===== src/rtl/branch_redirect_ctrl.sv =====
// Branch resolution sequencer: turns EX branch outcomes into fetch redirects, flushes, EX stalls and predictor updates.
// Optional performance counters are enabled by defining BRANCH_PERF_CNT_EN.
module branch_redirect_ctrl #(
    parameter int XLEN         = 32,
    parameter int FLUSH_CYCLES = 2
) (
    input  logic            clk,
    input  logic            rst_n,
    input  logic            ex_valid,
    input  logic            ex_is_branch,
    input  logic            ex_is_jump,
    input  logic            ex_taken,
    input  logic [XLEN-1:0] ex_target,
    input  logic [XLEN-1:0] ex_pc,
    input  logic            ex_pred_taken,
    input  logic [XLEN-1:0] ex_pred_target,
    output logic            redirect_valid,
    output logic [XLEN-1:0] redirect_pc,
    input  logic            redirect_ready,
    output logic            flush_if_id,
    output logic            flush_id_ex,
    output logic            stall_ex,
    output logic            misalign_exc,
    output logic [XLEN-1:0] misalign_addr,
    output logic            bp_upd_valid,
    output logic [XLEN-1:0] bp_upd_pc,
    output logic            bp_upd_taken,
    output logic [XLEN-1:0] bp_upd_target,
    output logic [31:0]     perf_branches,
    output logic [31:0]     perf_mispredicts
);

    typedef enum logic [1:0] {
        IDLE,
        REDIRECT,
        FLUSH
    } state_t;

    localparam logic [3:0] CNT_INIT = 4'(FLUSH_CYCLES - 1);

    state_t          state;
    logic [3:0]      cnt;
    logic            flush_q;
    logic            resolve;
    logic            mispredict;
    logic            misaligned;
    logic            early_flush;
    logic [XLEN-1:0] correct_pc;

    assign resolve     = (state == IDLE) & ex_valid & (ex_is_branch | ex_is_jump);
    assign mispredict  = (ex_taken != ex_pred_taken) | (ex_taken & (ex_target != ex_pred_target));
    assign misaligned  = ex_taken & (ex_target[1:0] != 2'b00);
    assign correct_pc  = ex_taken ? ex_target : ex_pc + XLEN'(4);

    // Squash the younger stages in the resolve cycle itself, before the FSM has registered the redirect.
    assign early_flush = rst_n & resolve & mispredict & ~misaligned;
    assign flush_if_id = flush_q | early_flush;
    assign flush_id_ex = flush_q | early_flush;

    always_ff @(posedge clk or negedge rst_n) begin
        if (!rst_n) begin
            state          <= IDLE;
            cnt            <= '0;
            flush_q        <= 1'b0;
            redirect_valid <= 1'b0;
            redirect_pc    <= '0;
            stall_ex       <= 1'b0;
            misalign_exc   <= 1'b0;
            misalign_addr  <= '0;
            bp_upd_valid   <= 1'b0;
            bp_upd_pc      <= '0;
            bp_upd_taken   <= 1'b0;
            bp_upd_target  <= '0;
        end else begin
            misalign_exc <= 1'b0;
            bp_upd_valid <= 1'b0;
            if (resolve) begin
                bp_upd_valid  <= 1'b1;
                bp_upd_pc     <= ex_pc;
                bp_upd_taken  <= ex_taken;
                bp_upd_target <= ex_target;
            end
            case (state)
                IDLE: begin
                    if (resolve && misaligned) begin
                        misalign_exc  <= 1'b1;
                        misalign_addr <= ex_target;
                    end else if (resolve && mispredict) begin
                        state          <= REDIRECT;
                        redirect_valid <= 1'b1;
                        redirect_pc    <= correct_pc;
                        stall_ex       <= 1'b1;
                        flush_q        <= 1'b1;
                    end
                end
                REDIRECT: begin
                    if (redirect_ready) begin
                        state          <= FLUSH;
                        cnt            <= CNT_INIT;
                        redirect_valid <= 1'b0;
                        stall_ex       <= 1'b0;
                    end
                end
                FLUSH: begin
                    if (cnt == 4'd0) begin
                        state   <= IDLE;
                        flush_q <= 1'b0;
                    end else begin
                        cnt <= cnt - 4'd1;
                    end
                end
                default: state <= IDLE;
            endcase
        end
    end

`ifdef BRANCH_PERF_CNT_EN
    // Mispredicts are counted on REDIRECT entry, which is exactly a resolve that is mispredicted but aligned.
    always_ff @(posedge clk or negedge rst_n) begin
        if (!rst_n) begin
            perf_branches    <= '0;
            perf_mispredicts <= '0;
        end else begin
            if (resolve) begin
                perf_branches <= perf_branches + 32'd1;
            end
            if (resolve && mispredict && !misaligned) begin
                perf_mispredicts <= perf_mispredicts + 32'd1;
            end
        end
    end
`else
    assign perf_branches    = 32'd0;
    assign perf_mispredicts = 32'd0;
`endif

endmodule


===== config.mk =====
export PLATFORM = sky130hd
export DESIGN_NAME = branch_redirect_ctrl
export DESIGN_NICKNAME = d
export VERILOG_FILES = /design/src/rtl/branch_redirect_ctrl.sv
export SDC_FILE = /design/constraint.sdc
export NUM_CORES = 1
export LEC_CHECK = 0
export BUFFER_PORTS_ARGS = -buffer_cell sky130_fd_sc_hd__buf_2
export CORE_UTILIZATION = 48
export DETAILED_ROUTE_END_ITERATION = 12
export PLACE_DENSITY = 0.79
export SKIP_LAST_GASP = 1
export SYNTH_ARGS = -nofsm -noshare
export SYNTH_HDL_FRONTEND = slang
export SYNTH_SLANG_ARGS = --single-unit

===== constraint.sdc =====
create_clock -name clk -period 2.8 [get_ports clk]
set_input_delay 0.56 -clock clk [delete_from_list [all_inputs] [get_ports clk]]
set_output_delay 0.56 -clock clk [all_outputs]
set_load 0.01 [all_outputs]

==> flow_summary.json, run 1 <==
{
  "critPathMaxStageDelay_ps": 360,
  "netlist.top_cell.by_area": "dfrtp_1",
  "hold_buffers": 0,
  "cpLargestDelayFamily": "compound AO/OA/AOI/OAI gates",
  "finClkSkew_ps": 5.649,
  "p_per_area_nw_per_um2": 1014,
  "wl_mm": 19.91,
  "synthCells": 791,
  "syn_area_per_cell_um2": 8.964,
  "cts.sinks": 139,
  "seq_area_frac_synth_pct": 49.06,
  "num_rows": 44,
  "path_depth": 7,
  "gp_congestion": 0.8357,
  "drive_gt1_share_pct": 31.47,
  "crit_path_max_fanout": 14,
  "ff2ff_path_depth": 9,
  "clock_latency_ps": 420,
  "dieWidth_um": 123.5,
  "htreeDepth": 4,
  "layout_commonest_cell": "nand2_1",
  "design.core.area_um2": 14480,
  "period_minus_slack_ps": 2619,
  "avgViaCountPerCell": 4.960,
  "antenna_found_initial": 2,
  "clock-root-buffer": "clkbuf_16",
  "drtIter0Drc": 337,
  "cts_buffer_depth": 2,
  "final_cell_mix": "327 x nand2_1, 237 x buf_2, 139 x dfrtp_1",
  "status": "complete, no violations",
  "crit_path_end_kind": "primary output",
  "path_cells": "buf_4 > nor2_1 > o211ai_1 > inv_2 > o2111ai_4 > o21bai_1 > buf_2",
  "nets": 1133,
  "crit_arrival_ps": 2060,
  "period_share_pct": 93.54,
  "hold_ws_ps": 214.6,
  "p_leak_uw": 0.004687,
  "cts-buffers-inserted": 17,
  "syn_to_final_growth_pct": 24.25,
  "die_h_um": 123.5,
  "yosysWarnings": 0,
  "placed_cell_area_um2": 8210,
  "ys_ff_latch": 139,
  "setup_viol": 0,
  "ys_types": 43,
  "netlist.area_leader.share_pct": 49.06,
  "clk_pin_slew_worst_paths_ps": 60,
  "grt-ovfl-total": 0,
  "hold_viol": 0,
  "synthesis.area_um2": 7091,
  "fin_area_um2": 8810,
  "synth_edf_count": 0,
  "post_drt_wl_per_cell_um": 16.25,
  "drtPass1Iterations": 5,
  "worst_slack_ps": 180.9,
  "cts_resized": 0,
  "postSynth.asyncResetShare_pct": 100.0,
  "cts_tree": "built",
  "critPathBufInv": 3,
  "boundaryPins": 303,
  "tightest_slew_ps": 792.5,
  "drv_slew": 0,
  "yosys-top-cells-area": "dfrtp_1 49%, nand2_1 17%, buf_4 7.0%",
  "dieArea_um2": 15260,
  "hold_class": "input port to async pin",
  "drtAntennaViolNets": 0,
  "grt_setup_unrepaired": "false",
  "fin_tns_setup_ps": 0,
  "hpwlAfterDp_mm": 14.66,
  "path_class": "register to primary output",
  "post-cts-setup-buffers": 0,
  "worst_ir_drop_vdd_uv": 480.8,
  "io_buffer_count": 238,
  "startpoint_type": "register",
  "drc": 0,
  "grt_max_degree": 140,
  "fmax_mhz": 381.8,
  "post-place-ws_ps": 143.6,
  "slew_headroom_pct": 47.17,
  "synthFlopType": "dfrtp_1",
  "place_inst": 1191,
  "grt_usage_pct": 26.82,
  "drv_cap": 0,
  "num_vias": 6076,
  "grt_pass1_vias": 5601,
  "fin_cells": 1225,
  "critPathSlowestCell": "dfrtp_1",
  "grt_pass1_wl_mm": 29.93,
  "start_util_pct": 48.97,
  "crit_required_ps": 2240
}
[metal layers]
layer / up-vias / GRT usage, % / wire length (um)
li1: 2888 / - / -
met1: 2895 / 34.14 / 8473
met2: 252 / 42.84 / 9529
met3: 41 / 7.196 / 1368
met4: 0 / 11.67 / 532
met5: - / 0 / 0
[path summary, 6_finish.rpt]
kind,start,end,slack [ps]
max in group asynchronous,rst_n,redirect_pc[11],1930
min in group clk,ex_pc[1],bp_upd_pc[1],360
max reg2reg,state[1],misalign_addr[29],710
min,rst_n,bp_upd_target[12],210
min reg2reg,bp_upd_pc[27],bp_upd_pc[27],460
max,state[1],flush_if_id,180
[report_power, final]
group	total [uW]	switching (uW)	leakage, uW	internal, uW
Clock	2270	854	0.000290	1420
Sequential	3500	511	0.00171	2990
Combinational	3170	1860	0.00269	1310
Total	8930	3220	0.00469	5710
[flip-flops by register name (all words and copies together), names as in the netlist]
name	flops
bp_upd_pc	32
bp_upd_taken	1
flush_q	1
misalign_addr	32
state	2
misalign_exc	1
stall_ex	1
redirect_pc	32
bp_upd_valid	1
cnt	4
bp_upd_target	32
[cell usage after synthesis (2+ instances only)]
master	n
buf_4	66
nor4_2	2
nand3_1	17
mux2_1	3
xnor2_1	44
a21oi_1	5
o21ai_0	34
mux2_2	34
buf_6	7
nand4_1	17
clkbuf_1	27
o21a_1	2
nor3_1	5
dfrtp_1	139
and4_1	3
xor2_1	16
inv_1	6
nand2_1	327
o211ai_1	2
nor2_1	8
nor4_1	3
ha_1	3
[final cells by class]
cell class              instances  area [um2]
fillers                      1267        5669
flip-flops and latches        139        3478
multi-input cells             606        3138
repair buffers                255        1338
clock buffers                  20       446.7
well taps                     184       230.2
clock inverters                12       147.6
inverters                       7       26.28
diodes                          2       5.005
[stage by stage]
step	utilization, %	power [uW]
after floorplan	-	5253
after global placement	56.71	6586
after detailed placement	56.71	6695
after CTS	60.81	8998
after global routing	60.83	9564
final	60.85	8935
[worst reg2reg max path, delay by kind of cell (launching register included)]
family	cells	cell delay, ps
compound gates	2	280
buf+inv	4	1070
simple gates	3	320
flops	1	360
[cell families after synthesis]
kind of cell / count (synthesis) / share of synthesized area [%]
AND/OR/NAND/NOR: 393 / 22.99
buffers and inverters: 109 / 10.02
AO/OA/AOI/OAI: 49 / 4.059
multiplexers: 37 / 5.876
adder cells (fa/ha/maj): 3 / 0.5294
other: 1 / 0.05289
XOR/XNOR: 60 / 7.411
flip-flops: 139 / 49.06
(Power assumes the default switching activity.)
==> run 2: changes to the inputs <==
- CORE_UTILIZATION: 48 -> 40
- PLACE_DENSITY: 0.79 -> 0.68
- SKIP_CTS_REPAIR_TIMING: not set -> 1
==> flow_summary.json, run 2 (synthesis results as in run 1) <==
{
  "cts-buffers-inserted": 17,
  "grt_setup_unrepaired": "false",
  "gp_congestion": 0.8355,
  "period_share_pct": 92.54,
  "drtAntennaViolNets": 0,
  "post_drt_wl_per_cell_um": 16.58,
  "hold_class": "input port to async pin",
  "hold_viol": 0,
  "fin_area_um2": 8862,
  "nets": 1134,
  "drive_gt1_share_pct": 31.63,
  "grt_usage_pct": 23.63,
  "syn_to_final_growth_pct": 24.99,
  "grt-ovfl-total": 0,
  "p_per_area_nw_per_um2": 1003,
  "crit_path_end_kind": "primary output",
  "hpwlAfterDp_mm": 15.40,
  "layout_commonest_cell": "nand2_1",
  "startpoint_type": "input port",
  "crit_arrival_ps": 2030,
  "htreeDepth": 4,
  "start_util_pct": 40.99,
  "r2r_end": "misalign_addr[1]",
  "reg2reg_from": "state[0]",
  "fin_tns_setup_ps": 0,
  "clock_latency_ps": 410,
  "drv_cap": 0,
  "design.core.area_um2": 17300,
  "period_minus_slack_ps": 2591,
  "num_vias": 5980,
  "drv_slew": 0,
  "wl_mm": 21.01,
  "num_rows": 48,
  "cts_tree": "built",
  "clk_pin_slew_worst_paths_ps": 60,
  "rrSetupSlack_ps": 770,
  "drtIter0Drc": 340,
  "grt_pass1_wl_mm": 31.95,
  "tightest_slew_ps": 825.0,
  "finClkSkew_ps": 7.658,
  "crit_required_ps": 2240,
  "grt_max_degree": 140,
  "final_cell_mix": "327 x nand2_1, 237 x buf_2, 139 x dfrtp_1",
  "clock-root-buffer": "clkbuf_16",
  "fillers": 1658,
  "path_class": "input port to primary output",
  "die_h_um": 135.1,
  "dieWidth_um": 135.1,
  "slew_headroom_pct": 45.00,
  "cts.sinks": 139,
  "cts_buffer_depth": 2,
  "boundaryPins": 303,
  "status": "complete, no violations",
  "grt_pass1_vias": 5716,
  "drtPass1Iterations": 5,
  "worst_ir_drop_vdd_uv": 460.1,
  "antenna_found_initial": 2,
  "placed_cell_area_um2": 8269,
  "p_leak_uw": 0.004686,
  "io_buffer_count": 238,
  "crit_path_max_fanout": 4,
  "drc": 0,
  "dieArea_um2": 18260,
  "fmax_mhz": 385.9,
  "ff2ff_path_depth": 7,
  "setup_viol": 0,
  "avgViaCountPerCell": 4.720
}
[run 2: cell types whose count changed in the layout (fill, tap and decap cells not counted)]
cell | before | now
clkinvlp_4 | 2 | 3
bufinv_16 | 3 | 2
clkbuf_8 | 1 | 2
buf_4 | 16 | 17
xnor2_2 | 0 | 1
clkinv_2 | 5 | 4
xnor2_1 | 44 | 43
[run 2: critical path: stages]
cell and delay, ps:
buf_2 130, xnor2_1 260, nand4_1 180, nor4_1 270, nand3_1 190, o2111ai_4 120
o21bai_1 160, buf_2 170
[run 2: power breakdown]
part	total [uW]	switching [uW]	internal [uW]
Combinational	3190	1870	1310
Clock	2220	867	1350
Sequential	3480	496	2990
[run 2: area by class of cell]
cell class | count | area [um2] | share of cell area, %
Multi-Input combinational cell | 606 | 3146 | 35.49
Antenna cell | 2 | 5.005 | 0.05647
Clock inverter | 11 | 120.1 | 1.355
Tap cell | 225 | 281.5 | 3.177
Clock buffer | 21 | 460.4 | 5.196
Timing Repair Buffer | 256 | 1345 | 15.18
Inverter | 7 | 26.28 | 0.2965
Sequential cell | 139 | 3478 | 39.25
[run 2: worst max path at each step]
stage,startpoint,slack (ps),end,depth (start not counted)
floorplan,ex_target[4],430,flush_if_id,8
global placement,ex_target[6],120,redirect_pc[10],8
detailed placement,ex_target[6],30,redirect_pc[15],8
CTS,ex_target[6],90,flush_if_id,8
global route,ex_target[24],9,flush_id_ex,8
finish,ex_target[24],210,flush_if_id,8
[run 2: metal layers]
metal,up-vias,global-route usage [%],wire length (um)
met5,-,0,0
met4,0,8.552,443
met3,29,5.387,1510
met2,247,37.69,9977
met1,2823,31.38,9075
li1,2881,-,-
[run 2: through the flow]
step                      worst slack [ps]  hold slack (ps)  util [%]  power [uW]  cells
final                                208.8            229.3     51.24        8888   1267
after global routing                 8.958            364.7     51.22        9491   1266
after CTS                            91.46            329.0     51.16        8977   1265
after detailed placement             33.15            456.6     47.81        6723   1233
after global placement               121.7            452.5     47.81        6637   1233
after floorplan                      427.1            264.4         -        5253    854
==> run 3: changes to the inputs <==
- PLACE_DENSITY: 0.68 -> 0.79
==> flow_summary.json, run 3 (synthesis results as in run 1) <==
{
  "hold_viol": 0,
  "grt_pass1_wl_mm": 31.60,
  "startpoint_type": "register",
  "hold_class": "input port to async pin",
  "status": "complete, no violations",
  "grt-ovfl-total": 0,
  "num_rows": 48,
  "worst_ir_drop_vdd_uv": 546.7,
  "dieWidth_um": 135.1,
  "cts_tree": "built",
  "fillers": 1636,
  "clock-root-buffer": "clkbuf_16",
  "fin_util_pct": 51.05,
  "hold_ws_ps": 234.7,
  "slew_headroom_pct": 44.78,
  "cts_buffer_depth": 2,
  "nets": 1134,
  "period_minus_slack_ps": 2689,
  "antenna_found_initial": 1,
  "p_leak_uw": 0.004678,
  "crit_path_end_kind": "primary output",
  "path_class": "register to primary output",
  "drv_slew": 0,
  "finClkSkew_ps": 9.462,
  "crit_arrival_ps": 2130,
  "hpwlAfterDp_mm": 15.69,
  "grt_usage_pct": 23.69,
  "final_cell_mix": "327 x nand2_1, 237 x buf_2, 139 x dfrtp_1",
  "period_share_pct": 96.05,
  "htreeDepth": 4,
  "path_cells": "buf_4 > nor2_1 > o211ai_1 > inv_2 > o2111ai_4 > o21bai_1 > buf_2",
  "place_inst": 1233,
  "io_buffer_count": 238,
  "num_vias": 6076,
  "grt_max_degree": 140,
  "setup_viol": 0,
  "drive_gt1_share_pct": 31.53,
  "syn_to_final_growth_pct": 24.53,
  "fin_cells": 1263,
  "design.core.area_um2": 17300,
  "critPathSlowestCell": "dfrtp_1",
  "reg2reg_from": "state[1]",
  "grt_pass1_vias": 5647,
  "cpLargestDelayFamily": "compound AO/OA/AOI/OAI gates",
  "clock_latency_ps": 420,
  "die_h_um": 135.1,
  "fmax_mhz": 371.8,
  "drv_cap": 0,
  "drtPass1Iterations": 5,
  "cts-buffers-inserted": 17,
  "drtAntennaViolNets": 0,
  "drc": 0,
  "grt_setup_unrepaired": "false",
  "post_drt_wl_per_cell_um": 16.79,
  "tightest_slew_ps": 828.2,
  "layout_commonest_cell": "nand2_1",
  "crit_required_ps": 2240,
  "power_uw": 8803,
  "gp_congestion": 0.8459,
  "start_util_pct": 40.99,
  "dieArea_um2": 18260,
  "wl_mm": 21.21,
  "drtIter0Drc": 335,
  "critPathMaxStageDelay_ps": 360,
  "boundaryPins": 303,
  "crit_path_max_fanout": 14,
  "setup.worst_path.start": "state[1]",
  "fin_tns_setup_ps": 0,
  "p_per_area_nw_per_um2": 996.9,
  "critPathBufInv": 3,
  "clk_pin_slew_worst_paths_ps": 60,
  "avgViaCountPerCell": 4.811,
  "cts.sinks": 139
}
[run 3: cell types whose count changed in the layout (fill, tap and decap cells not counted), sizes merged]
| cell | change |
|---|---|
| bufinv | -1 |
| clkbuf | +1 |
| clkinvlp | -1 |
| clkinv | -2 |
| diode | -1 |
[run 3: worst reg2reg max path: stages, from the launching register on]
cell	delay (ps)
dfrtp_1	360
buf_4	170
nor2_1	130
o211ai_1	200
inv_2	150
buf_4	650
nand3_1	210
nand2_1	110
nand2_1	60
[run 3: cell type report]
class	instances	area [um2]	share of cell area [%]
multi-input cells	606	3153	35.71
clock inverters	7	68.82	0.7794
clock buffers	22	474.2	5.371
flip-flops and latches	139	3478	39.39
inverters	7	26.28	0.2976
well taps	225	281.5	3.188
repair buffers	256	1345	15.23
diodes	1	2.502	0.02834
[run 3: path summary, 6_finish.rpt]
check	endpoint	slack, ps	depth (start not counted)
setup / recovery	flush_if_id	110	7
hold / removal	bp_upd_pc[5]	230	2
setup reg to reg	misalign_addr[0]	660	8
hold reg to reg	bp_upd_pc[26]	470	2
max in group asynchronous	misalign_addr[2]	1890	2
min in group clk	bp_upd_pc[0]	380	3
[run 3: metal layers]
layer	routed length, um	global-route usage (%)	vias up
met2	10190	38.38	239
met1	9257	30.76	2918
met5	11	0	-
met4	451	8.989	2
met3	1298	5.462	33
li1	-	-	2884
[run 3: stage by stage]
stage,area (um2),setup WS [ps]
floorplan,7327,427.1
global placement,8269,82.14
detailed placement,8269,44.40
CTS,8812,36.21
global route,8827,2.073
finish,8830,110.7
[run 3: power breakdown]
part | internal (uW) | total (uW) | switching, uW
logic | 1310 | 3200 | 1890
clock network | 1270 | 2120 | 843
registers | 2990 | 3490 | 500
total | 5570 | 8800 | 3230
